==> config.mk <==
export PLATFORM = sky130hd
export DESIGN_NAME = ising_run_ctrl
export DESIGN_NICKNAME = d
export VERILOG_FILES = /design/src/rtl/ising_pkg.sv /design/src/rtl/ising_phase_counter.sv /design/src/rtl/ising_run_ctrl.sv
export SDC_FILE = /design/constraint.sdc
export NUM_CORES = 1
export LEC_CHECK = 0
export ABC_AREA = 1
export CAP_MARGIN = 5
export CORE_UTILIZATION = 55
export DETAILED_ROUTE_END_ITERATION = 8
export PLACE_DENSITY = 0.87
export SLEW_MARGIN = 25
export SYNTH_ARGS = -nofsm -noshare
export SYNTH_HDL_FRONTEND = slang
export SYNTH_SLANG_ARGS = --single-unit
==> constraint.sdc <==
create_clock -name clk -period 5.05 [get_ports clk]
set_clock_uncertainty 0.1 [all_clocks]
set_input_delay 1.2625 -clock clk [delete_from_list [all_inputs] [get_ports clk]]
set_output_delay 1.2625 -clock clk [all_outputs]
set_load 0.01 [all_outputs]
==> src/rtl/ising_pkg.sv <==
// rtl/ising_pkg.sv - shared types, sizing helpers and pair indexing for the Ising run sequencer
package ising_pkg;

    typedef enum logic [2:0] {
        IDLE,
        RST,
        SETTLE,
        SAMPLE,
        DONE
    } run_state_t;

    localparam int DEF_N           = 3;
    localparam int DEF_NUM_WEIGHTS = 5;

    function automatic int ww_of(input int num_weights);
        return (num_weights > 1) ? $clog2(num_weights) : 1;
    endfunction

    function automatic int np_of(input int n);
        return n * (n - 1) / 2;
    endfunction

    function automatic int aw_of(input int np);
        return (np > 1) ? $clog2(np) : 1;
    endfunction

    // Upper-triangle pair (i,j), i<j, flattened row by row.
    function automatic int pair_index(input int n, input int i, input int j);
        return n * i - i * (i + 1) / 2 + j - i - 1;
    endfunction

    localparam int WW = ww_of(DEF_NUM_WEIGHTS);
    localparam int NP = np_of(DEF_N);

endpackage

==> src/rtl/ising_phase_counter.sv <==
// rtl/ising_phase_counter.sv - saturating phase-mismatch counter with majority threshold flag
module ising_phase_counter #(
    parameter int MAX = 128,
    parameter int W   = $clog2(MAX + 1)
) (
    input  logic clk,
    input  logic rstn,
    input  logic clr,
    input  logic en,
    input  logic mismatch,
    output logic over
);

    logic [W-1:0] count;
    logic [W-1:0] count_inc;

    always_comb begin
        count_inc = count;
        if (en && mismatch && (count != W'(MAX))) begin
            count_inc = count + 1'b1;
        end
    end

    // Threshold looks at the count including the current sample so the last one is not lost.
    assign over = (count_inc > W'(MAX / 2));

    always_ff @(posedge clk) begin
        if (!rstn) begin
            count <= '0;
        end else if (clr) begin
            count <= '0;
        end else begin
            count <= count_inc;
        end
    end

endmodule

==> src/rtl/ising_run_ctrl.sv <==
// rtl/ising_run_ctrl.sv - anneal run sequencer and weight register; optional ISING_RUN_CTRL_SYNC_EN input synchronizer
module ising_run_ctrl
    import ising_pkg::*;
#(
    parameter int N             = DEF_N,
    parameter int NUM_WEIGHTS   = DEF_NUM_WEIGHTS,
    parameter int WEIGHT_RESET  = 2,
    parameter int RST_CYCLES    = 4,
    parameter int SETTLE_CYCLES = 256,
    parameter int SAMPLE_CYCLES = 128
) (
    input  logic                                       clk,
    input  logic                                       rstn,
    input  logic                                       wr_valid,
    output logic                                       wr_ready,
    input  logic [aw_of(np_of(N))-1:0]                 wr_addr,
    input  logic [ww_of(NUM_WEIGHTS)-1:0]              wr_data,
    input  logic                                       start,
    input  logic                                       abort,
    output logic                                       busy,
    output logic                                       core_rstn,
    output logic [ww_of(NUM_WEIGHTS)*np_of(N)-1:0]     core_weights,
    input  logic [N-1:0]                               core_out,
    output logic                                       res_valid,
    input  logic                                       res_ready,
    output logic [N-1:0]                               res_spins
);

    localparam int WGT_W = ww_of(NUM_WEIGHTS);
    localparam int PAIRS = np_of(N);

`ifdef ISING_RUN_CTRL_SYNC_EN
    localparam int SETTLE_LEN = SETTLE_CYCLES + 2;
`else
    localparam int SETTLE_LEN = SETTLE_CYCLES;
`endif

    localparam int CNT_MAX = (RST_CYCLES > SETTLE_LEN)
                           ? ((RST_CYCLES > SAMPLE_CYCLES) ? RST_CYCLES : SAMPLE_CYCLES)
                           : ((SETTLE_LEN > SAMPLE_CYCLES) ? SETTLE_LEN : SAMPLE_CYCLES);
    localparam int CNT_W = $clog2(CNT_MAX + 1);

    run_state_t        state, state_nxt;
    logic [CNT_W-1:0]  cnt, cnt_nxt;
    logic              mm_clr;
    logic              spins_load;
    logic              wr_en;
    logic [N-1:0]      s;
    logic [N-1:0]      over;
    logic [WGT_W*PAIRS-1:0] weights_q;

    always_ff @(posedge clk) begin
        if (!rstn) begin
            state <= IDLE;
            cnt   <= '0;
        end else begin
            state <= state_nxt;
            cnt   <= cnt_nxt;
        end
    end

    always_comb begin
        state_nxt  = state;
        cnt_nxt    = cnt;
        mm_clr     = 1'b0;
        spins_load = 1'b0;
        case (state)
            IDLE: begin
                if (start) begin
                    state_nxt = RST;
                    cnt_nxt   = CNT_W'(RST_CYCLES - 1);
                end
            end
            RST: begin
                if (cnt == '0) begin
                    state_nxt = SETTLE;
                    cnt_nxt   = CNT_W'(SETTLE_LEN - 1);
                end else begin
                    cnt_nxt = cnt - 1'b1;
                end
            end
            SETTLE: begin
                if (cnt == '0) begin
                    state_nxt = SAMPLE;
                    mm_clr    = 1'b1;
                    cnt_nxt   = CNT_W'(SAMPLE_CYCLES - 1);
                end else begin
                    cnt_nxt = cnt - 1'b1;
                end
            end
            SAMPLE: begin
                if (cnt == '0) begin
                    state_nxt  = DONE;
                    spins_load = 1'b1;
                end else begin
                    cnt_nxt = cnt - 1'b1;
                end
            end
            DONE: begin
                if (res_ready) begin
                    state_nxt = IDLE;
                end
            end
            default: begin
                state_nxt = IDLE;
                cnt_nxt   = '0;
            end
        endcase
        // Abort outranks every other transition, including the DONE handshake.
        if (abort && (state != IDLE)) begin
            state_nxt  = IDLE;
            cnt_nxt    = '0;
            mm_clr     = 1'b0;
            spins_load = 1'b0;
        end
    end

    assign wr_en = (state == IDLE) && wr_valid && (int'(wr_addr) < PAIRS);

    always_ff @(posedge clk) begin
        if (!rstn) begin
            for (int k = 0; k < PAIRS; k++) begin
                weights_q[k*WGT_W +: WGT_W] <= WGT_W'(WEIGHT_RESET);
            end
        end else begin
            for (int k = 0; k < PAIRS; k++) begin
                if (wr_en && (int'(wr_addr) == k)) begin
                    weights_q[k*WGT_W +: WGT_W] <= wr_data;
                end
            end
        end
    end

`ifdef ISING_RUN_CTRL_SYNC_EN
    logic [N-1:0] sync_q1, sync_q2;

    always_ff @(posedge clk) begin
        if (!rstn) begin
            sync_q1 <= '0;
            sync_q2 <= '0;
        end else begin
            sync_q1 <= core_out;
            sync_q2 <= sync_q1;
        end
    end

    assign s = sync_q2;
`else
    assign s = core_out;
`endif

    assign over[0] = 1'b0;

    for (genvar i = 1; i < N; i++) begin : g_mm
        ising_phase_counter #(
            .MAX (SAMPLE_CYCLES),
            .W   ($clog2(SAMPLE_CYCLES + 1))
        ) u_mm (
            .clk      (clk),
            .rstn     (rstn),
            .clr      (mm_clr),
            .en       (state == SAMPLE),
            .mismatch (s[i] ^ s[0]),
            .over     (over[i])
        );
    end

    always_ff @(posedge clk) begin
        if (!rstn) begin
            res_spins <= '0;
        end else if (spins_load) begin
            res_spins <= over;
        end
    end

    assign wr_ready     = (state == IDLE);
    assign busy         = (state != IDLE);
    assign res_valid    = (state == DONE);
    assign core_rstn    = (state == SETTLE) || (state == SAMPLE) || (state == DONE);
    assign core_weights = weights_q;

endmodule

==> flow_summary.json <==
{
  "synth.net_count": 368,
  "dieArea_sq_um": 4410,
  "setup-violations-final": 0,
  "cts_buffer_depth": 2,
  "yosysSeqAreaShare": 0.342,
  "wl_per_cell_um": 11.2,
  "synth_top_family_by_area": "simple AND/OR/NAND/NOR gates",
  "cts_hold_buffers": 0,
  "synth_fa_ha_area_frac": 0.0274,
  "worst_hold_slack_ns": 0.359,
  "fin_total_pwr_w": 0.00113,
  "leakagePower_nw": 1.25,
  "syn-instance-count": 349,
  "cts_inserted_buffers": 5,
  "multi_input_area_sq_um": 1270,
  "synthMuxAreaShare": 0,
  "synth_area_sq_um": 2280,
  "cts_setup_buffers": 0,
  "sw_frac_of_total": 0.408,
  "wl_um": 4830,
  "vias_per_cell": 5.17,
  "die_width_um": 66.4,
  "status": "completed",
  "synth-compound-area-share": 0.100,
  "drc": 0,
  "cts_tree": "done",
  "worst_setup_path_end_kind": "output pin",
  "grt_max_degree": 17,
  "fin_tns_setup_ns": 0,
  "clock_sinks": 39,
  "worstPathMaxFanout": 5,
  "critPathKind": "register to output pin",
  "synth_edf_count": 0,
  "crit_slowest_cell": "clkdlybuf4s50_1",
  "netlist.area_leader.share": 0.342,
  "grt_pass1_wl_um": 8350,
  "ys.flop_type": "dfxtp_1",
  "clk_latency_ns": 0.29,
  "htreeDepth": 2,
  "irDropWorstVdd_mv": 0.381,
  "required_ns": 3.69,
  "nets": 399,
  "ant_nets": 0,
  "fin_crit_ns": 3.03,
  "start_util": 0.571,
  "synth_most_common_cell": "nand2_1",
  "reg2regPathDepth": 7,
  "final-max-slew-violation-count": 0,
  "grt_use_total": 0.246,
  "powerDensity_nw_per_um2": 419,
  "register_area_sq_um": 781,
  "synth_cell_types": 34,
  "dr.pass1.iters": 4,
  "slew_headroom": 0.589,
  "r2r_slack_ns": 2.89,
  "fmax_mhz": 330,
  "r2r-start": "cnt[0]",
  "min_path_type": "register to register",
  "design.core.area_sq_um": 4000,
  "arrival_ns": 1.66,
  "ios": 30,
  "finalHoldViolations": 0,
  "intPower_w": 0.000669,
  "grt-ovfl-total": 0,
  "yosys_warnings": 0,
  "async_flop_share": 0,
  "drt_iter0_markers": 92,
  "antenna_found_initial": 0,
  "cpPeakStageDelay_ns": 0.54,
  "drv_cap": 0,
  "yosysTopAreaCell": "dfxtp_1",
  "pwr-share-comb": 0.450,
  "pwr-share-clk": 0.204,
  "portBuffers": 28,
  "regToRegEndpoint": "g_mm[2].u_mm.count[0]",
  "synth.avg_cell_area_sq_um": 6.54,
  "synth_common_cells": "nand2_1 (92), inv_1 (47), nor2_1 (46), dfxtp_1 (39), nand3_1 (26)",
  "worstMarginPinSlew_ns": 0.617,
  "rsz0062_at_grt": "no",
  "drive_gt1_frac": 0.0787,
  "synth_xor_area_frac": 0.0345,
  "seqPwrFrac": 0.346,
  "power.switching_w": 0.000462,
  "syn2layout_area_growth_pct": 18.4,
  "cts.clk_slew.worst_paths_ns": 0.07,
  "startpoint_type": "register",
  "holdPathStages": 2,
  "synth.top_cells.by_area": "dfxtp_1 (34%), nand2_1 (15%), inv_1 (7.7%), nor2_1 (7.6%), nand3_1 (5.7%)",
  "vias": 2230,
  "yosys.area_share.simple": 0.391,
  "ys_seq_elements": 39,
  "post-dp-hpwl_um": 3800,
  "place_congestion": 0.932,
  "rows": 23,
  "antenna_cells": 0,
  "fillCellCount": 355,
  "whs_endpoint": "core_weights[4]",
  "first_global_vias": 2007,
  "die_h_um": 66.4,
  "cts_root_buffer": "clkbuf_8",
  "cts_resized": 0,
  "fin_crit_sh": 0.600,
  "path_cells": "nor2_1 > nand2_1 > inv_1 > clkdlybuf4s50_1",
  "hold_start": "core_weights[4]"
}
## routing by layer
metal,vias to the layer above,share of wire,GRT usage
met5,-,0,0
met4,0,0.020,0.106
met3,12,0.042,0.0379
met2,55,0.49,0.427
met1,994,0.45,0.298
li1,1169,-,-
## how the worst max path moves through the flow
stage / end / slack, ns / from
final: wr_ready / 2.02 / state[0]
after global routing: wr_ready / 1.90 / state[0]
after CTS: core_rstn / 2.01 / state[2]
after detailed placement: res_spins[1] / 2.06 / core_out[0]
after global placement: res_spins[1] / 2.09 / core_out[0]
after floorplan: res_spins[2] / 2.71 / core_out[0]
## worst max-delay path: cells and delay by family, from the launching register on
family        cells  cell delay [ns]
buf+inv           2             0.69
simple gates      2             0.31
flops             1             0.38
## power by group through the flow
stage               Clock [W]  Combinational [W]  Sequential, W
floorplan                   0           0.000364       0.000394
CTS                  0.000236           0.000505       0.000391
detailed placement          0           0.000503       0.000398
finish               0.000231           0.000508       0.000392
global route         0.000249           0.000562       0.000398
global placement            0           0.000488       0.000396
## flip-flops by register name, summed over array words and instances (netlist names)
name,count
state,3
g_mm.u_mm.count,16
res_spins,2
core_weights,9
cnt,9
## cell families (layout without fill, tap and decap cells)
family	Yosys count	count (layout)
DFF	39	39
and+or+nand+nor	195	195
AOI/OAI and AO/OA	41	41
adders and majority gates	5	5
other	1	1
xor gates and xnor gates	9	9
buffers and inverters	59	91
## per-stage QoR
stage / setup slack [ns] / std cells / area [sq um] / util
final: 2.02 / 431 / 2700 / 0.675
after global placement: 2.09 / 423 / 2600 / 0.649
after global routing: 1.90 / 431 / 2700 / 0.675
after floorplan: 2.71 / 349 / 2280 / -
after detailed placement: 2.06 / 423 / 2600 / 0.649
after CTS: 2.01 / 431 / 2700 / 0.675
## placed cells by master, fill, tap and decap left out, types with 2 or more instances in the layout
cell / count
clkinv_1: 2
xor2_1: 7
dfxtp_1: 39
ha_1: 5
nor3_1: 2
inv_2: 6
o21ai_0: 17
clkbuf_8: 7
clkdlybuf4s50_1: 28
xnor2_1: 2
nand4_1: 12
nor2_2: 4
nor2_1: 46
nand2_2: 2
a22oi_1: 2
nand3_1: 26
a21oi_1: 19
nor3_2: 3
inv_1: 47
nand2_1: 92
## layout make-up
cell class | count | share of cell area
Tap cell | 50 | 0.0232
Timing Repair Buffer | 28 | 0.104
Sequential cell | 39 | 0.289
Multi-Input combinational cell | 251 | 0.469
Clock inverter | 1 | 0.00278
Clock buffer | 7 | 0.0357
Inverter | 55 | 0.0764
No activity file was read; power rests on OpenSTA's default activity.
